===== src/rtl/shift_rotate_seq_unit.sv =====
// rtl/shift_rotate_seq_unit.sv - iterative shift/rotate/XOR unit with start/busy/done handshake
//
// Ports:
//   clk    - clock, rising edge
//   rst    - synchronous active-high reset
//   start  - request an operation (taken in IDLE or DONE only)
//   term   - operand to shift/rotate, or first XOR operand
//   shamt  - shift amount (low SHIFT_WIDTH bits) or second XOR operand
//   sel    - 0 SLL, 1 SRL, 2 SRA, 3 XOR, 4 ROL, 5 ROR, 6/7 passthrough
//   busy   - high while iterating
//   done   - one-cycle completion pulse
//   result - working/result register, held until the next accepted start
module shift_rotate_seq_unit #(
    parameter int WIDTH = 32,
    parameter int STEP  = 1
) (
    input  logic             clk,
    input  logic             rst,
    input  logic             start,
    input  logic [WIDTH-1:0] term,
    input  logic [WIDTH-1:0] shamt,
    input  logic [2:0]       sel,
    output logic             busy,
    output logic             done,
    output logic [WIDTH-1:0] result
);
    localparam int SHIFT_WIDTH = $clog2(WIDTH);

    typedef enum logic [1:0] {
        ST_IDLE = 2'd0,
        ST_RUN  = 2'd1,
        ST_DONE = 2'd2
    } state_t;

    state_t                 r_state;
    state_t                 w_state_next;
    logic [WIDTH-1:0]       r_result;
    logic [SHIFT_WIDTH-1:0] r_rem;
    logic [2:0]             r_sel;
    logic                   r_sign;

    logic                   w_accept;
    logic                   w_zero_work;
    logic [SHIFT_WIDTH-1:0] w_k;
    logic [SHIFT_WIDTH-1:0] w_s;
    logic [SHIFT_WIDTH-1:0] w_s_inv;
    logic [WIDTH-1:0]       w_sra_mask;
    logic [WIDTH-1:0]       w_shifted;

    assign w_k         = shamt[SHIFT_WIDTH-1:0];
    assign w_accept    = start && (r_state == ST_IDLE || r_state == ST_DONE);
    assign w_zero_work = (sel == 3'd3) || (sel > 3'd5) || (w_k == '0);

    // Step size is min(STEP, remaining). STEP may equal WIDTH, which does not
    // fit in SHIFT_WIDTH bits, so compare one bit wider. When STEP is chosen,
    // remaining >= STEP and remaining <= WIDTH-1, so STEP fits.
    always_comb begin
        w_s = r_rem;
        if ({1'b0, r_rem} >= (SHIFT_WIDTH+1)'(STEP)) begin
            w_s = SHIFT_WIDTH'(STEP);
        end
    end

    // WIDTH is a power of two, so WIDTH - s wraps to 0 - s in SHIFT_WIDTH bits.
    // s is never zero in RUN, so the rotate complement is always in range.
    assign w_s_inv    = SHIFT_WIDTH'(0) - w_s;
    assign w_sra_mask = ~({WIDTH{1'b1}} >> w_s);

    always_comb begin
        w_shifted = r_result;
        case (r_sel)
            3'd0:    w_shifted = r_result << w_s;
            3'd1:    w_shifted = r_result >> w_s;
            3'd2:    w_shifted = (r_result >> w_s) | (r_sign ? w_sra_mask : '0);
            3'd4:    w_shifted = (r_result << w_s) | (r_result >> w_s_inv);
            3'd5:    w_shifted = (r_result >> w_s) | (r_result << w_s_inv);
            default: w_shifted = r_result;
        endcase
    end

    always_ff @(posedge clk) begin
        if (rst) begin
            r_state <= ST_IDLE;
        end else begin
            r_state <= w_state_next;
        end
    end

    always_comb begin
        w_state_next = r_state;
        case (r_state)
            ST_IDLE: begin
                if (w_accept) begin
                    w_state_next = w_zero_work ? ST_DONE : ST_RUN;
                end
            end
            ST_RUN: begin
                if (r_rem == w_s) begin
                    w_state_next = ST_DONE;
                end
            end
            ST_DONE: begin
                if (w_accept) begin
                    w_state_next = w_zero_work ? ST_DONE : ST_RUN;
                end else begin
                    w_state_next = ST_IDLE;
                end
            end
            default: w_state_next = ST_IDLE;
        endcase
    end

    always_ff @(posedge clk) begin
        if (rst) begin
            r_result <= '0;
            r_rem    <= '0;
            r_sel    <= '0;
            r_sign   <= 1'b0;
        end else if (w_accept) begin
            r_sel    <= sel;
            r_sign   <= term[WIDTH-1];
            r_rem    <= w_zero_work ? '0 : w_k;
            r_result <= (sel == 3'd3) ? (term ^ shamt) : term;
        end else if (r_state == ST_RUN) begin
            r_result <= w_shifted;
            r_rem    <= r_rem - w_s;
        end
    end

    assign busy   = (r_state == ST_RUN);
    assign done   = (r_state == ST_DONE);
    assign result = r_result;

endmodule


===== config.mk =====
export PLATFORM = sky130hd
export DESIGN_NAME = shift_rotate_seq_unit
export DESIGN_NICKNAME = d
export VERILOG_FILES = /design/src/rtl/shift_rotate_seq_unit.sv
export SDC_FILE = /design/constraint.sdc
export NUM_CORES = 1
export LEC_CHECK = 0
export ABC_AREA = 1
export CAP_MARGIN = 40
export CORE_MARGIN = 2
export CORE_UTILIZATION = 55
export CTS_CLUSTER_DIAMETER = 40
export CTS_CLUSTER_SIZE = 24
export DETAILED_ROUTE_END_ITERATION = 6
export MAX_ROUTING_LAYER = met4
export PLACE_DENSITY_LB_ADDON = 0.12
export SETUP_SLACK_MARGIN = 0.1
export SLEW_MARGIN = 10
export SYNTH_ARGS = -nofsm -noshare
export SYNTH_HDL_FRONTEND = slang
export SYNTH_SLANG_ARGS = --single-unit

===== constraint.sdc =====
create_clock -name clk -period 6 [get_ports clk]
set_input_delay 1.8 -clock clk [delete_from_list [all_inputs] [get_ports clk]]
set_output_delay 1.8 -clock clk [all_outputs]
set_load 0.005 [all_outputs]

==> results.md, run 1 <==
- Avg Vias per Cell: 6.35
- Met3 WL: 3810 microns
- Die Span Y: 114 microns
- Worst r2r dst: result[25]
- Total track usage: 43.8%
- Dpl cell area: 7640 sq um
- Setup Total Neg Slack: 0 ps
- Final Hold Viols: 0
- RePlAce Congestion: between 1 and 1.5
- Pwr/cell area: roughly 380 nW/um^2
- Slew Limit Headroom: 33.7%
- Initial core utilization: 56.0%
- Residual DRC: 0
- # setup viols final: 0
- CP Data Required Time: just over 6000 ps
- Tightest Hold Check Type: reg -> reg
- Outcome: finished, final reports clean
- Cells after synthesis: 1287
- CTS Sinks: 43
- Static leakage: approximately 0.0036 uW
- Clock Skew: 5.23 ps
- CP delay by family, top: buffers and inverters
- CP Class: reg -> reg
- Peak supply drop: 205 uV
- I/O pin count: 104
- Top cells by area, synth: nand3_1 (23%), nand2_1 (20%), dfxtp_1 (13%)
- Period utilization: 73.1%
- Register-to-Register Path Depth: 18
- Max layer used: met4
- Global route overflow: 0
- ANT cells: 0
- Setup Fix Bufs, Post-CTS: 0
- Worst setup EP type: flop
- Achievable frequency: 228 MHz
- Mapped Area: about 6700 sq um
- Total power after layout: around 3000 uW
- Worst path bufs/invs: 6
- Synth top area share: between 20% and 30%
- Drt first pass iters: 7
- Min Clock Period, post-route: ~4400 ps
- Rows: 40
- RSZ-0062 raised after global routing: no
- Largest area contributor in the netlist: nand3_1
- Die area: approximately 13000 sq um
- Met2 wire length: between 10000 and 15000 microns
- Yosys cell types: 36
- CTS Buffer Depth: 2
- CP Depth: 18
- Crit. Startpoint: r_rem[2]
- Wire length per cell: 18.9 microns
- H-tree lvl count: 2
- Max Cap Viol: 0
- Layout cell share with drive strength beyond 1: 3.47%
- Commonest non-fill, non-tap cells in the layout: nand2_1 (361), nand3_1 (311), clkdlybuf4s50_1 (103)
- FF+latch count, synth: 43
- Worst-Skew Late Latency: 290 ps
- CP cell instances: nor2_2 -> nand2_1 -> nor2_4 -> ha_1 -> buf_4 -> inv_1 -> ha_1 -> buf_4 -> clkinv_1 -> buf_4 -> nand3_1 -> nand3_1 -> nand3_1 -> nand2_1 -> inv_1 -> nand3_1 -> nand2_1 -> a21oi_1
- Vias in the first global route: 8284
- Synthesis-to-finish area growth: 17.0%
- Arrival time worst endpoint: 4610 ps
- CP Max Fanout: 69
- Post-layout nets: between 1000 and 1500
- Core Region: 11900 sq um
- CP max stage delay: 620 ps
- CP startpoint kind: flop
- CTS resizes: 0
- Routed WL: 27900 microns
- Min setup slack post-route: approximately 1600 ps
- Root buf cell: clkbuf_16
- CTS tree: built
- Port Buffer Count: ~100
- # hold bufs at CTS: 0
- Global-route wire length before repair: 43800 microns
- Syn Area/Cell: 5.18 sq um
- Clk pin slew, worst setup/hold paths: 60 ps
- Yosys warns: 0
- Metal-1 WL: 10900 microns
- Post-synthesis sequential area ratio: 12.9%
- Largest net degree at the start of global routing: between 80 and 90
- Pins over their slew limit: 0
- CP most frequent cell: nand3_1
- Num CTS Buffers: 5
- HPWL Detailed: approximately 20000 microns
- Placed Cells: 1466
- DIE WIDTH: 114 microns
- Worst-Margin Slew: 995 ps
- Crit-path slowest cell: buf_4
- RR Startpoint: r_rem[2]
- Worst setup path end: result[25]
- Initial antenna violation count: 0
- Vias: between 9000 and 10000
- Commonest non-fill, non-tap cell in the layout: nand2_1
- Fin cells: 1473
- Initial DRC Count: 1513
- Post-place setup slack: 1870 ps
- Post-DRT Antenna Nets: 0
- Finished Cell Area: 7800 sq um
- Internal reg-to-reg setup slack: ~1600 ps
[report_power, final]
part | switching (uW) | internal [uW] | total, uW
combinational | 1550 | 704 | 2260
clock | 114 | 194 | 309
sequential | 66.9 | 330 | 397
total | 1740 | 1230 | 2960
[Yosys cell counts]
library cell	count
nand2_1	361
nand3_1	311
inv_1	95
a21oi_1	94
o21ai_0	89
nor2_1	59
clkbuf_1	49
dfxtp_1	43
nand4_1	36
buf_2	24
o21ai_1	19
o211ai_1	15
xnor2_1	12
buf_1	11
a31oi_1	8
xor2_1	6
ha_1	5
nand2_2	5
buf_4	4
buf_6	4
inv_2	4
nor2_2	4
a211oi_1	3
nand3b_1	3
nor2_4	3
nor3_1	3
a311oi_1	2
and2_1	2
clkinv_1	2
conb_1	2
o21bai_1	2
o22ai_1	2
o31ai_1	2
nand3_2	1
o311ai_0	1
or2_1	1
[flip-flops by register name (all words and copies together) (netlist names)]
signal   cells
r_rem        5
r_sel        3
result      32
r_sign       1
r_state      2
[final cells by class]
class / count / area [sq um]
timing repair buffer: 122 / 1180
inverter: 101 / 379
clock inverter: 1 / 30.0
multi-input combinational: 1053 / 5040
clock buffer: 6 / 129
fill: 1228 / 4110
tap: 147 / 184
sequential: 43 / 861
[routing by layer]
metal	up-vias	global-route usage (%)
met1	4111	57.9
met5	-	-
met4	0	19.7
met2	684	63.1
li1	4444	-
met3	114	10.7
[how the worst min path moves through the flow]
| stage | from | end | slack [ps] | depth (start not counted) |
|---|---|---|---|---|
| finish | r_sel[2] | r_sel[2] | 490 | 2 |
| global route | r_sel[2] | r_sel[2] | 520 | 2 |
| CTS | r_sel[2] | r_sel[2] | 480 | 2 |
| detailed placement | r_sel[2] | r_sel[2] | 480 | 2 |
| global placement | r_sel[2] | r_sel[2] | 470 | 2 |
| floorplan | r_sel[2] | r_sel[2] | 450 | 2 |
[kinds of logic after synthesis]
logic type / Yosys count / share of synthesized area [%]
AO/OA/AOI/OAI: 237 / 19.0
adder cells (fa/ha/maj): 5 / 0.938
flip-flops: 43 / 12.9
XOR/XNOR: 18 / 2.36
AND/OR/NAND/NOR: 789 / 52.7
other: 2 / 0.113
buffers and inverters: 193 / 12.0
[stage by stage]
stage	util, %	hold slack, ps
final	65.5	487
after global routing	65.5	517
after global placement	64.1	474
after detailed placement	64.2	476
after floorplan	-	450
after CTS	65.5	485
[tightest hold or removal path: stages (launching register included)]
cell and delay [ps]:
dfxtp_1 320, inv_1 70, a21oi_1 50
No activity file was read; power rests on OpenSTA's default activity.
==> inputs of run 2 (changes only) <==
--- a/config.mk
+++ b/config.mk
@@ -8,7 +8,7 @@
 export ABC_AREA = 1
 export CAP_MARGIN = 40
 export CORE_MARGIN = 2
-export CORE_UTILIZATION = 55
+export CORE_UTILIZATION = 51
 export CTS_CLUSTER_DIAMETER = 40
 export CTS_CLUSTER_SIZE = 24
 export DETAILED_ROUTE_END_ITERATION = 6
==> constraint.sdc (replaced) <==
create_clock -name clk -period 3.7 [get_ports clk]
set_input_delay 1.11 -clock clk [delete_from_list [all_inputs] [get_ports clk]]
set_output_delay 1.11 -clock clk [all_outputs]
set_load 0.005 [all_outputs]
==> run 2 against run 1 <==
Compared with the run above:
- the run now ends with DRC left
- clock power is 64% higher
- die area is 7.6% higher
- critical path depth is 2 lower
- combinational power is 68% higher
- fmax is 40% higher
- sequential power is 63% higher
- global-route usage is 1.2 points lower
==> results.md, run 2 (same netlist as run 1, synthesis figures left out) <==
- CP Data Required Time: 3930 ps
- Avg Vias per Cell: between 6 and 7
- Hold Startpoint: r_sel[2]
- Min Clock Period, post-route: 3120 ps
- I/O pin count: 104
- Arrival time worst endpoint: 3350 ps
- CP Depth: 16
- Pins over their slew limit: 0
- Worst path bufs/invs: 4
- Pwr/cell area: between 600 and 700 nW/um^2
- Post-DRT Antenna Nets: 0
- Routed WL: 29700 microns
- Synthesis-to-finish area growth: 19.9%
- Worst setup EP type: flop
- Rows: 41
- Wire length per cell: 19.6 microns
- Period utilization: roughly 84%
- Die area: 14000 sq um
- Global-route wire length before repair: 46000 microns
- Drt first pass iters: 7
- Failing checks: DRC
- # hold bufs at CTS: 0
- RSZ-0062 raised after global routing: no
- Global route overflow: 0
- CTS tree: built
- Hold path cells: 2
- HPWL Detailed: about 22000 microns
- Register-to-Register Path Depth: 16
- CTS Sinks: 43
- Vias: 9491
- Outcome: finished with violations
- ANT cells: 0
- Static leakage: approximately 0.0037 uW
- Worst-Margin Slew: approximately 680 ps
- Worst-Skew Late Latency: 290 ps
- CP Max Fanout: 69
- Die Span Y: 118 microns
- Initial core utilization: 52.6%
- Post-layout nets: 1417
- Worst r2r dst: result[4]
- Max reg flops: 32
- CP most frequent cell: nand2_1
- Fin util: a little over three fifths
- Setup Total Neg Slack: 0 ps
- CP startpoint kind: flop
- CTS resizes: 0
- CP max stage delay: between 400 and 500 ps
- # setup viols final: 0
- H-tree lvl count: 2
- Num CTS Buffers: 5
- RR Startpoint: r_rem[0]
- CP Class: reg -> reg
- Layout cell share with drive strength beyond 1: 4.62%
- Initial antenna violation count: 0
- Clk pin slew, worst setup/hold paths: 60 ps
- CP cell instances: inv_2 -> nand2_1 -> nor2_4 -> ha_1 -> inv_1 -> ha_1 -> clkinv_1 -> buf_12 -> nand3_1 -> nand2_1 -> nand3_1 -> nand3_1 -> nand2_1 -> nand2_1 -> nand2_1 -> a21oi_1
- Commonest non-fill, non-tap cells in the layout: nand2_1 (361), nand3_1 (311), clkdlybuf4s50_1 (103)
- CP delay by family, top: simple AND/OR/NAND/NOR gates
- Internal reg-to-reg setup slack: 580 ps
- Total track usage: 42.5%
- Commonest non-fill, non-tap cell in the layout: nand2_1
- Crit-path slowest cell: inv_2
- DIE WIDTH: 118 microns
- Port Buffer Count: between 100 and 150
- Core Region: 12700 sq um
- Peak supply drop: 410 uV
- RePlAce Congestion: roughly 1.1
- Initial DRC Count: between 1500 and 2000
- Final Hold Viols: 0
- Largest net degree at the start of global routing: 103
- Residual DRC: 1
- Achievable frequency: around 320 MHz
- Slew Limit Headroom: between 50% and 60%
- CTS Buffer Depth: 2
- Hold Path End: r_sel[2]
- Setup Fix Bufs, Post-CTS: 0
- Root buf cell: clkbuf_16
- Max Cap Viol: 0
- Tightest Hold Check Type: reg -> reg
- Clock Skew: between 4 and 5 ps
- Total power after layout: 4940 uW
- Vias in the first global route: around 8500
==> run 2: changes by cell type in the layout (fill, tap and decap cells not counted), sizes merged <==
cell / delta
clkinvlp: +1
clkbuf: -1
buf: +16
==> run 2: how the worst max path moves through the flow <==
stage / start / slack, ps / to
finish: r_rem[0] / 580 / result[4]
floorplan: r_rem[2] / 130 / result[30]
global route: r_rem[0] / 350 / result[4]
detailed placement: start / 490 / result[14]
global placement: start / 540 / result[12]
CTS: r_rem[0] / 700 / result[26]
==> run 2: per-stage QoR <==
stage | hold WS (ps) | cells | instance area (sq um) | setup slack (ps)
2_1_floorplan | 450 | 1289 | 6680 | 129
3_3_place_gp | 469 | 1507 | 7840 | 538
3_5_place_dp | 470 | 1507 | 7840 | 493
4_1_cts | 479 | 1514 | 8000 | 698
5_1_grt | 506 | 1514 | 8000 | 350
6_report | 475 | 1514 | 8000 | 576
==> run 2: layout make-up <==
type | count | area [sq um]
multi-input cells | 1053 | 5040
fillers | 1317 | 4670
repair buffers | 138 | 1340
flip-flops and latches | 43 | 861
inverters | 101 | 379
well taps | 172 | 215
clock buffers | 5 | 125
clock inverters | 2 | 37.5
==> run 2: layer usage <==
layer	vias to the layer above	share of wire, %	track usage [%]	wire length (microns)
li1	4476	-	-	-
met1	4218	40	56.0	11800
met2	688	43	62.1	12800
met3	109	13	9.89	3760
met4	0	4.4	18.2	1310
met5	-	0	-	0
==> run 2: worst min-delay path: stages (launching register included) <==
cell     delay, ps
dfxtp_1        320
inv_1           60
a21oi_1         50
==> run 2: power breakdown <==
| group | internal, uW | leakage (uW) | switching, uW |
|---|---|---|---|
| Clock | 315 | 0.0000759 | 192 |
| Sequential | 535 | 0.000356 | 111 |
| Combinational | 1200 | 0.00326 | 2590 |
